[src/rtl/stopwatch_core.sv]
// MM:SS stopwatch core: two debounced active-low keys drive an IDLE/RUN/PAUSE
// controller, a prescaler divides CLOCK_50 down to one count per second, and a
// four-digit BCD counter holds the elapsed time (wraps 59:59 -> 00:00).
module stopwatch_core #(
    parameter int CLK_HZ          = 50_000_000,
    parameter int DEBOUNCE_CYCLES = 1_000_000
) (
    input  logic       CLOCK_50,
    input  logic       RESET_N,
    input  logic       KEY_START_N,
    input  logic       KEY_CLEAR_N,
    output logic [3:0] SEC_ONES,
    output logic [3:0] SEC_TENS,
    output logic [3:0] MIN_ONES,
    output logic [3:0] MIN_TENS,
    output logic       RUNNING,
    output logic       TICK_1HZ
);

    localparam int PW = (CLK_HZ > 1) ? $clog2(CLK_HZ) : 1;
    localparam int DW = (DEBOUNCE_CYCLES > 1) ? $clog2(DEBOUNCE_CYCLES + 1) : 1;

    typedef enum logic [1:0] {
        ST_IDLE  = 2'd0,
        ST_RUN   = 2'd1,
        ST_PAUSE = 2'd2
    } state_t;

    // Key bit 0 is start, bit 1 is clear.
    logic [1:0]          raw_s;
    logic [1:0]          sync1_q;
    logic [1:0]          sync2_q;
    logic [1:0]          lvl_q;
    logic [1:0]          lvl_d;
    logic [1:0]          lvl_dly_q;
    logic [1:0][DW-1:0]  cnt_q;
    logic [1:0][DW-1:0]  cnt_d;
    logic [1:0]          press_q;

    state_t              state_q;
    state_t              state_d;
    logic [PW-1:0]       pres_q;
    logic [PW-1:0]       pres_d;
    logic [15:0]         time_q;
    logic [15:0]         time_d;
    logic                tick_q;
    logic                tick_d;
    logic                running_q;

    // Advance MM:SS by one second with BCD carries; out-of-range digits are
    // forced back into range so the display can never show a non-BCD value.
    function automatic logic [15:0] bcd_inc(input logic [15:0] t);
        logic [3:0] so;
        logic [3:0] st;
        logic [3:0] mo;
        logic [3:0] mt;
        so = t[3:0];
        st = t[7:4];
        mo = t[11:8];
        mt = t[15:12];
        if (so >= 4'd9) begin
            so = 4'd0;
            if (st >= 4'd5) begin
                st = 4'd0;
                if (mo >= 4'd9) begin
                    mo = 4'd0;
                    if (mt >= 4'd5) begin
                        mt = 4'd0;
                    end else begin
                        mt = mt + 4'd1;
                    end
                end else begin
                    mo = mo + 4'd1;
                end
            end else begin
                st = st + 4'd1;
            end
        end else begin
            so = so + 4'd1;
        end
        return {mt, mo, st, so};
    endfunction

    assign raw_s = {KEY_CLEAR_N, KEY_START_N};

    // Synchronize keys, hold debounced levels and turn each 1->0 level change into a one-cycle press.
    always_ff @(posedge CLOCK_50) begin
        if (!RESET_N) begin
            sync1_q   <= 2'b11;
            sync2_q   <= 2'b11;
            lvl_q     <= 2'b11;
            lvl_dly_q <= 2'b11;
            cnt_q     <= '0;
            press_q   <= 2'b00;
        end else begin
            sync1_q   <= raw_s;
            sync2_q   <= sync1_q;
            lvl_q     <= lvl_d;
            lvl_dly_q <= lvl_q;
            cnt_q     <= cnt_d;
            press_q   <= lvl_dly_q & ~lvl_q;
        end
    end

    // Debounce: a level flips only after DEBOUNCE_CYCLES consecutive disagreeing samples.
    always_comb begin
        lvl_d = lvl_q;
        cnt_d = cnt_q;
        for (int k = 0; k < 2; k++) begin
            if (sync2_q[k] != lvl_q[k]) begin
                if (cnt_q[k] == DW'(DEBOUNCE_CYCLES - 1)) begin
                    lvl_d[k] = sync2_q[k];
                    cnt_d[k] = '0;
                end else begin
                    cnt_d[k] = cnt_q[k] + DW'(1);
                end
            end else begin
                cnt_d[k] = '0;
            end
        end
    end

    // Controller state, prescaler, time digits and the output registers.
    always_ff @(posedge CLOCK_50) begin
        if (!RESET_N) begin
            state_q   <= ST_IDLE;
            pres_q    <= '0;
            time_q    <= 16'h0000;
            tick_q    <= 1'b0;
            running_q <= 1'b0;
        end else begin
            state_q   <= state_d;
            pres_q    <= pres_d;
            time_q    <= time_d;
            tick_q    <= tick_d;
            running_q <= (state_d == ST_RUN);
        end
    end

    // Next state: clear dominates start; time advances only on the last prescaler count in RUN.
    always_comb begin
        state_d = state_q;
        pres_d  = pres_q;
        time_d  = time_q;
        tick_d  = 1'b0;
        if (press_q[1]) begin
            state_d = ST_IDLE;
            pres_d  = '0;
            time_d  = 16'h0000;
        end else begin
            case (state_q)
                ST_IDLE: begin
                    if (press_q[0]) begin
                        state_d = ST_RUN;
                    end else begin
                        state_d = ST_IDLE;
                    end
                end
                ST_RUN: begin
                    if (press_q[0]) begin
                        state_d = ST_PAUSE;
                    end else begin
                        state_d = ST_RUN;
                    end
                    if (pres_q == PW'(CLK_HZ - 1)) begin
                        pres_d = '0;
                        time_d = bcd_inc(time_q);
                        tick_d = 1'b1;
                    end else begin
                        pres_d = pres_q + PW'(1);
                    end
                end
                ST_PAUSE: begin
                    if (press_q[0]) begin
                        state_d = ST_RUN;
                    end else begin
                        state_d = ST_PAUSE;
                    end
                end
                default: begin
                    state_d = ST_IDLE;
                    pres_d  = '0;
                    time_d  = 16'h0000;
                end
            endcase
        end
    end

    assign SEC_ONES = time_q[3:0];
    assign SEC_TENS = time_q[7:4];
    assign MIN_ONES = time_q[11:8];
    assign MIN_TENS = time_q[15:12];
    assign RUNNING  = running_q;
    assign TICK_1HZ = tick_q;

endmodule

[config.mk]
export PLATFORM = sky130hd
export DESIGN_NAME = stopwatch_core
export DESIGN_NICKNAME = d
export VERILOG_FILES = /design/src/rtl/stopwatch_core.sv
export SDC_FILE = /design/constraint.sdc
export NUM_CORES = 1
export LEC_CHECK = 0
export CAP_MARGIN = 20
export CORE_ASPECT_RATIO = 1.25
export CORE_MARGIN = 2
export CORE_UTILIZATION = 45
export DETAILED_ROUTE_END_ITERATION = 7
export REMOVE_ABC_BUFFERS = 1
export SLEW_MARGIN = 20
export SYNTH_ARGS = -nofsm -noshare
export SYNTH_HDL_FRONTEND = slang
export SYNTH_SLANG_ARGS = --single-unit
[constraint.sdc]
create_clock -name CLOCK_50 -period 2.6 [get_ports CLOCK_50]
set_input_delay 0.52 -clock CLOCK_50 [delete_from_list [all_inputs] [get_ports CLOCK_50]]
set_output_delay 0.52 -clock CLOCK_50 [all_outputs]
set_load 0.03 [all_outputs]
# [Word level (Yosys, flattened, before mapping)]
# Cells that the tools add are included.
[totals] reg_bits=96 input_bits=4 output_inout_bits=18 word_cells=78
[op_classes] add_sub_neg=7 order_cmp=4 n_eq_ne=12 mux=20 bitwise_logic=7 n_reduce_logical=12
[ops] cell="$pmux 26 s2" count=1
[ops] cell="$add 20x1->20 const B" count=2
[ops] cell="$eq 20x20->1 const B" count=2
[ops] cell="$mux 4" count=10
[ops] cell="$pmux 16 s2" count=1
[ops] cell="$add 26x1->26 const B" count=1
[ops] cell="$eq 26x26->1 const B" count=1
[ops] cell="$mux 26" count=1
[ops] cell="$add 4x1->4 const B" count=4
[ops] cell="$mux 16" count=1
[ops] cell="$reduce_or 3->1" count=3
[ops] cell="$ge 4x3->1 const B" count=2
[ops] cell="$ge 4x4->1 const B" count=2
[ops] cell="$ne 2x2->1 const B" count=4
[ops] cell="$mux 2" count=3
[ops] cell="$pmux 2 s3" count=1
[ops] cell="$reduce_and 2->1" count=3
[ops] cell="$not 1->1" count=5
[ops] cell="$reduce_and 5->1" count=1
[ops] cell="$eq 2x1->1 const B" count=2
[ops] cell="$reduce_and 4->1" count=1
[ops] cell="$reduce_or 2->1" count=2
[ops] cell="$reduce_and 3->1" count=1
[ops] cell="$and 2x2->2" count=1
[ops] cell="other kinds (5)" count=7

# [Depth between registers and ports, before layout]
[logic_depth] ltp_word=7 mapped_depth=8 ltp_nobuf=7

# [Worst setup path before layout]
# Ideal clock, no wire load.
[synth_path] kind="reg-to-reg" from="register pres_q[0]" to="register time_q[10]" setup_ns=0.120 arrival_time_ns=1.712 required_time_ns=2.480 slack_ns=0.768 stages_incl_launch_ff=8 n_path_buf=1 synth_period_minus_slack_ns=1.832 path_cell_list="dfxtp_1 ha_1 nand3_2 nor3_4 and2_4 buf_6 a31oi_4 a211o_1"
[synth_via] elab_chain_cells=3
[synth_lines] item="start, declared" line_no="42" rtl="logic [PW-1:0] pres_q;"
[synth_lines] item="start signal, assigned" line_no="133" rtl="pres_q <= pres_d;"
[synth_lines] item="$eq 26x26->1" line_no="165" rtl="if (pres_q == PW'(CLK_HZ - 1)) begin"
[synth_lines] item="$ne 2x2->1 (no source line)"
[synth_lines] item="$reduce_and 4->1 (no source line)"
[synth_lines] item="end signal, assigned" line_no="134" rtl="time_q <= time_d;"
[synth_lines] item="end, declared" line_no="44" rtl="logic [15:0] time_q;"
# Every way passes these cells.
# A chain may end at the register's enable or synchronous reset.

# [Worst setup path after layout]
[layout_path] from="register pres_q[0]" to="register time_q[15]"
[layout_via] elab_chain_cells=3
[layout_lines] item="$eq 26x26->1" line_no="165"
[layout_lines] item="$ne 2x2->1 (no source line)"
[layout_lines] item="$reduce_and 5->1 (no source line)"
# Every way passes these cells.

==> flow_metrics.tcl <==
set metrics [dict create \
    finalSetupViolCount 0 \
    ctsResizeCount 0 \
    r2r-start "pres_q[0]" \
    synth_top_family_by_area "simple AND/OR/NAND/NOR gates" \
    groute.usage.overall 0.183 \
    tns_ns 0 \
    hold_viol 0 \
    crit_type "reg2reg" \
    max_freq_ghz 0.467 \
    grt_pass1_wl_um 16800 \
    syn-instance-count 542 \
    drt_iter0_drc 183 \
    crit_start "pres_q[0]" \
    reg2reg_depth 6 \
    layout-drive-gt1-share 0.0617 \
    portBuffers 21 \
    arrival_ns 2.36 \
    synth.distinct_cells 61 \
    cts.reportedPaths.clkPinSlew_ns 0.06 \
    synth_area_leaders "dfxtp_1 (41%), nor2_1 (6.0%), xor2_1 (4.1%), ha_1 (4.0%), xnor2_1 (3.6%)" \
    drc 0 \
    tightest_slew_ns 0.713 \
    clockBufferDepth 2 \
    synth_xor_area_frac 0.0769 \
    root_buffer "clkbuf_16" \
    postCtsSetupBuffers 0 \
    crit_fanout 6 \
    dieArea_sq_mm 0.0112 \
    power_density_mw_per_mm2 532 \
    finClkSkew_ns 0.00473 \
    syn2layout_area_growth_pct 12.8 \
    gr-total-overflow 0 \
    synth.cell_area_sq_mm 0.00467 \
    coreArea_sq_mm 0.0101 \
    cts_sinks 96 \
    dieWidth_um 95.1 \
    min_path_type "reg2reg" \
    synth_ff_type "dfxtp_1" \
    slew_violations 0 \
    viasPerCell 5.51 \
    r2r_slack_ns 0.46 \
    endpoint "time_q[15]" \
    worstPathRequired_ns 2.82 \
    yosys.area_share.simple 0.287 \
    yosysWarnings 0 \
    finalCriticalPeriod_ns 2.14 \
    synth_mux_area_frac 0.0129 \
    routed_wirelength_um 9350 \
    worstReg2RegEnd "time_q[15]" \
    firstDrtPassIters 4 \
    end_kind "flop" \
    grt_max_degree 35 \
    synth.yosys.seq_area_share 0.412 \
    insertion_delay_ns 0.34 \
    num-nets-final 581 \
    outcome "finished clean" \
    p_leak_nw 1.83 \
    tritoncts "done" \
    power_mw 2.80 \
    wl_per_cell_um 13.4 \
    vias 3832 \
    syn_area_per_cell_sq_um 8.61 \
    hpwl_um 6580 \
    ant_nets 0 \
    netlist.area_leader.share 0.412 \
    synth-edff-count 0 \
    rsz0062_at_grt "false" \
    cts_hold_buf 0 \
    num_io_pins 22 \
    cap_violations 0 \
    layout_commonest_cell "dfxtp_1" \
    cts_made_buffers 9 \
    initial_core_util 0.462 \
    yosysTopAreaCell "dfxtp_1" \
    synthArstFlopShare 0 \
    synth-adder-area-share 0.0402 \
    max_slew_margin 0.521 \
    vdd_drop_max_mv 0.368 \
    num_antenna_cells 0 \
    die_h_um 118 \
    gp_congestion 0.820 \
    synth_compound_area_frac 0.127 \
    htree_levels 3 \
    startpoint_type "flop" \
    grt_pass1_vias 3689 \
    layout_common_cells "dfxtp_1 (96), nor2_1 (75), nand2_1 (44)" \
    num_rows 41 \
    ys_ff_latch 96 \
    period_share 0.823 \
    antenna_found_initial 0 \
]
==> final cells by class <==
cell class,instances,area (sq um)
Multi-Input combinational cell,401,2540
Inverter,25,93.8
Clock buffer,13,240
Tap cell,129,161
Clock inverter,3,42.5
Sequential cell,96,1920
Fill cell,955,4840
Timing Repair Buffer,29,270
==> flip-flops by register name, summed over array words and instances, names as in the netlist <==
signal and flops:
lvl_dly_q 2, press_q 2, cnt_q 40, sync2_q 2
TICK_1HZ 1, RUNNING 1, pres_q 26, sync1_q 2
time_q 16, state_q 2, lvl_q 2
==> per-stage QoR <==
step	util	hold slack, ns	area, sq um	std cells	setup slack, ns
final	0.521	0.405	5270	696	0.461
after CTS	0.521	0.408	5270	696	0.468
after global placement	0.493	0.389	4980	680	0.437
after global routing	0.521	0.424	5270	696	0.318
after detailed placement	0.493	0.393	4980	680	0.421
after floorplan	-	0.386	4550	522	0.284
==> layer usage <==
metal	global-route usage	up-vias	part of all wire
li1	-	1968	-
met1	0.232	1788	0.46
met2	0.301	62	0.50
met3	0.0230	14	0.025
met4	0.0924	0	0.019
met5	0	-	0
==> worst min path at each step <==
| stage | start | to | depth (start not counted) |
|---|---|---|---|
| 4_1_cts | sync1_q[1] | sync2_q[1] | 1 |
| 3_3_place_gp | sync1_q[1] | sync2_q[1] | 1 |
| 6_report | sync1_q[1] | sync2_q[1] | 1 |
| 3_5_place_dp | sync1_q[1] | sync2_q[1] | 1 |
| 2_1_floorplan | sync1_q[0] | sync2_q[0] | 1 |
| 5_1_grt | sync1_q[1] | sync2_q[1] | 1 |
==> worst max-delay path, cell delays in order (launching register included) <==
cell and delay, ns:
dfxtp_1 0.43, ha_1 0.25, nand3_2 0.21, nor4_1 0.38
nand4_1 0.27, o21a_1 0.32, mux2i_1 0.15
==> cell families (layout without fill, tap and decap cells) <==
| group | count (synthesis) | count (layout) |
|---|---|---|
| AOI/OAI and AO/OA | 86 | 86 |
| xor gates and xnor gates | 41 | 41 |
| adders and majority gates | 15 | 15 |
| buffers and inverters | 45 | 70 |
| DFF | 96 | 96 |
| muxes | 6 | 6 |
| and+or+nand+nor | 253 | 253 |
==> report_power, final <==
group          internal, mW  switching, mW  total, mW
Combinational        0.0160         0.0255     0.0415
Sequential             1.48        0.00385       1.48
Clock                 0.746          0.537       1.28
==> synthesized netlist by cell type (3+ instances only) <==
library cell,instances
nand2b_1,11
nor2_1,75
o21ai_0,16
o211ai_1,3
or4_1,4
nor3_1,4
nand4_1,18
buf_2,5
xor2_1,22
and4_1,10
nand3_2,3
ha_1,15
inv_1,24
buf_6,4
a21oi_1,21
and3_1,12
nand3_1,32
nand2_1,44
a32oi_1,4
nor3b_1,3
mux2i_1,6
nor2b_1,3
a31o_2,3
a31oi_1,12
nor4_1,13
dfxtp_1,96
clkbuf_1,9
xnor2_1,19
and2_1,3
nor4b_1,6
(Power assumes the default switching activity.)
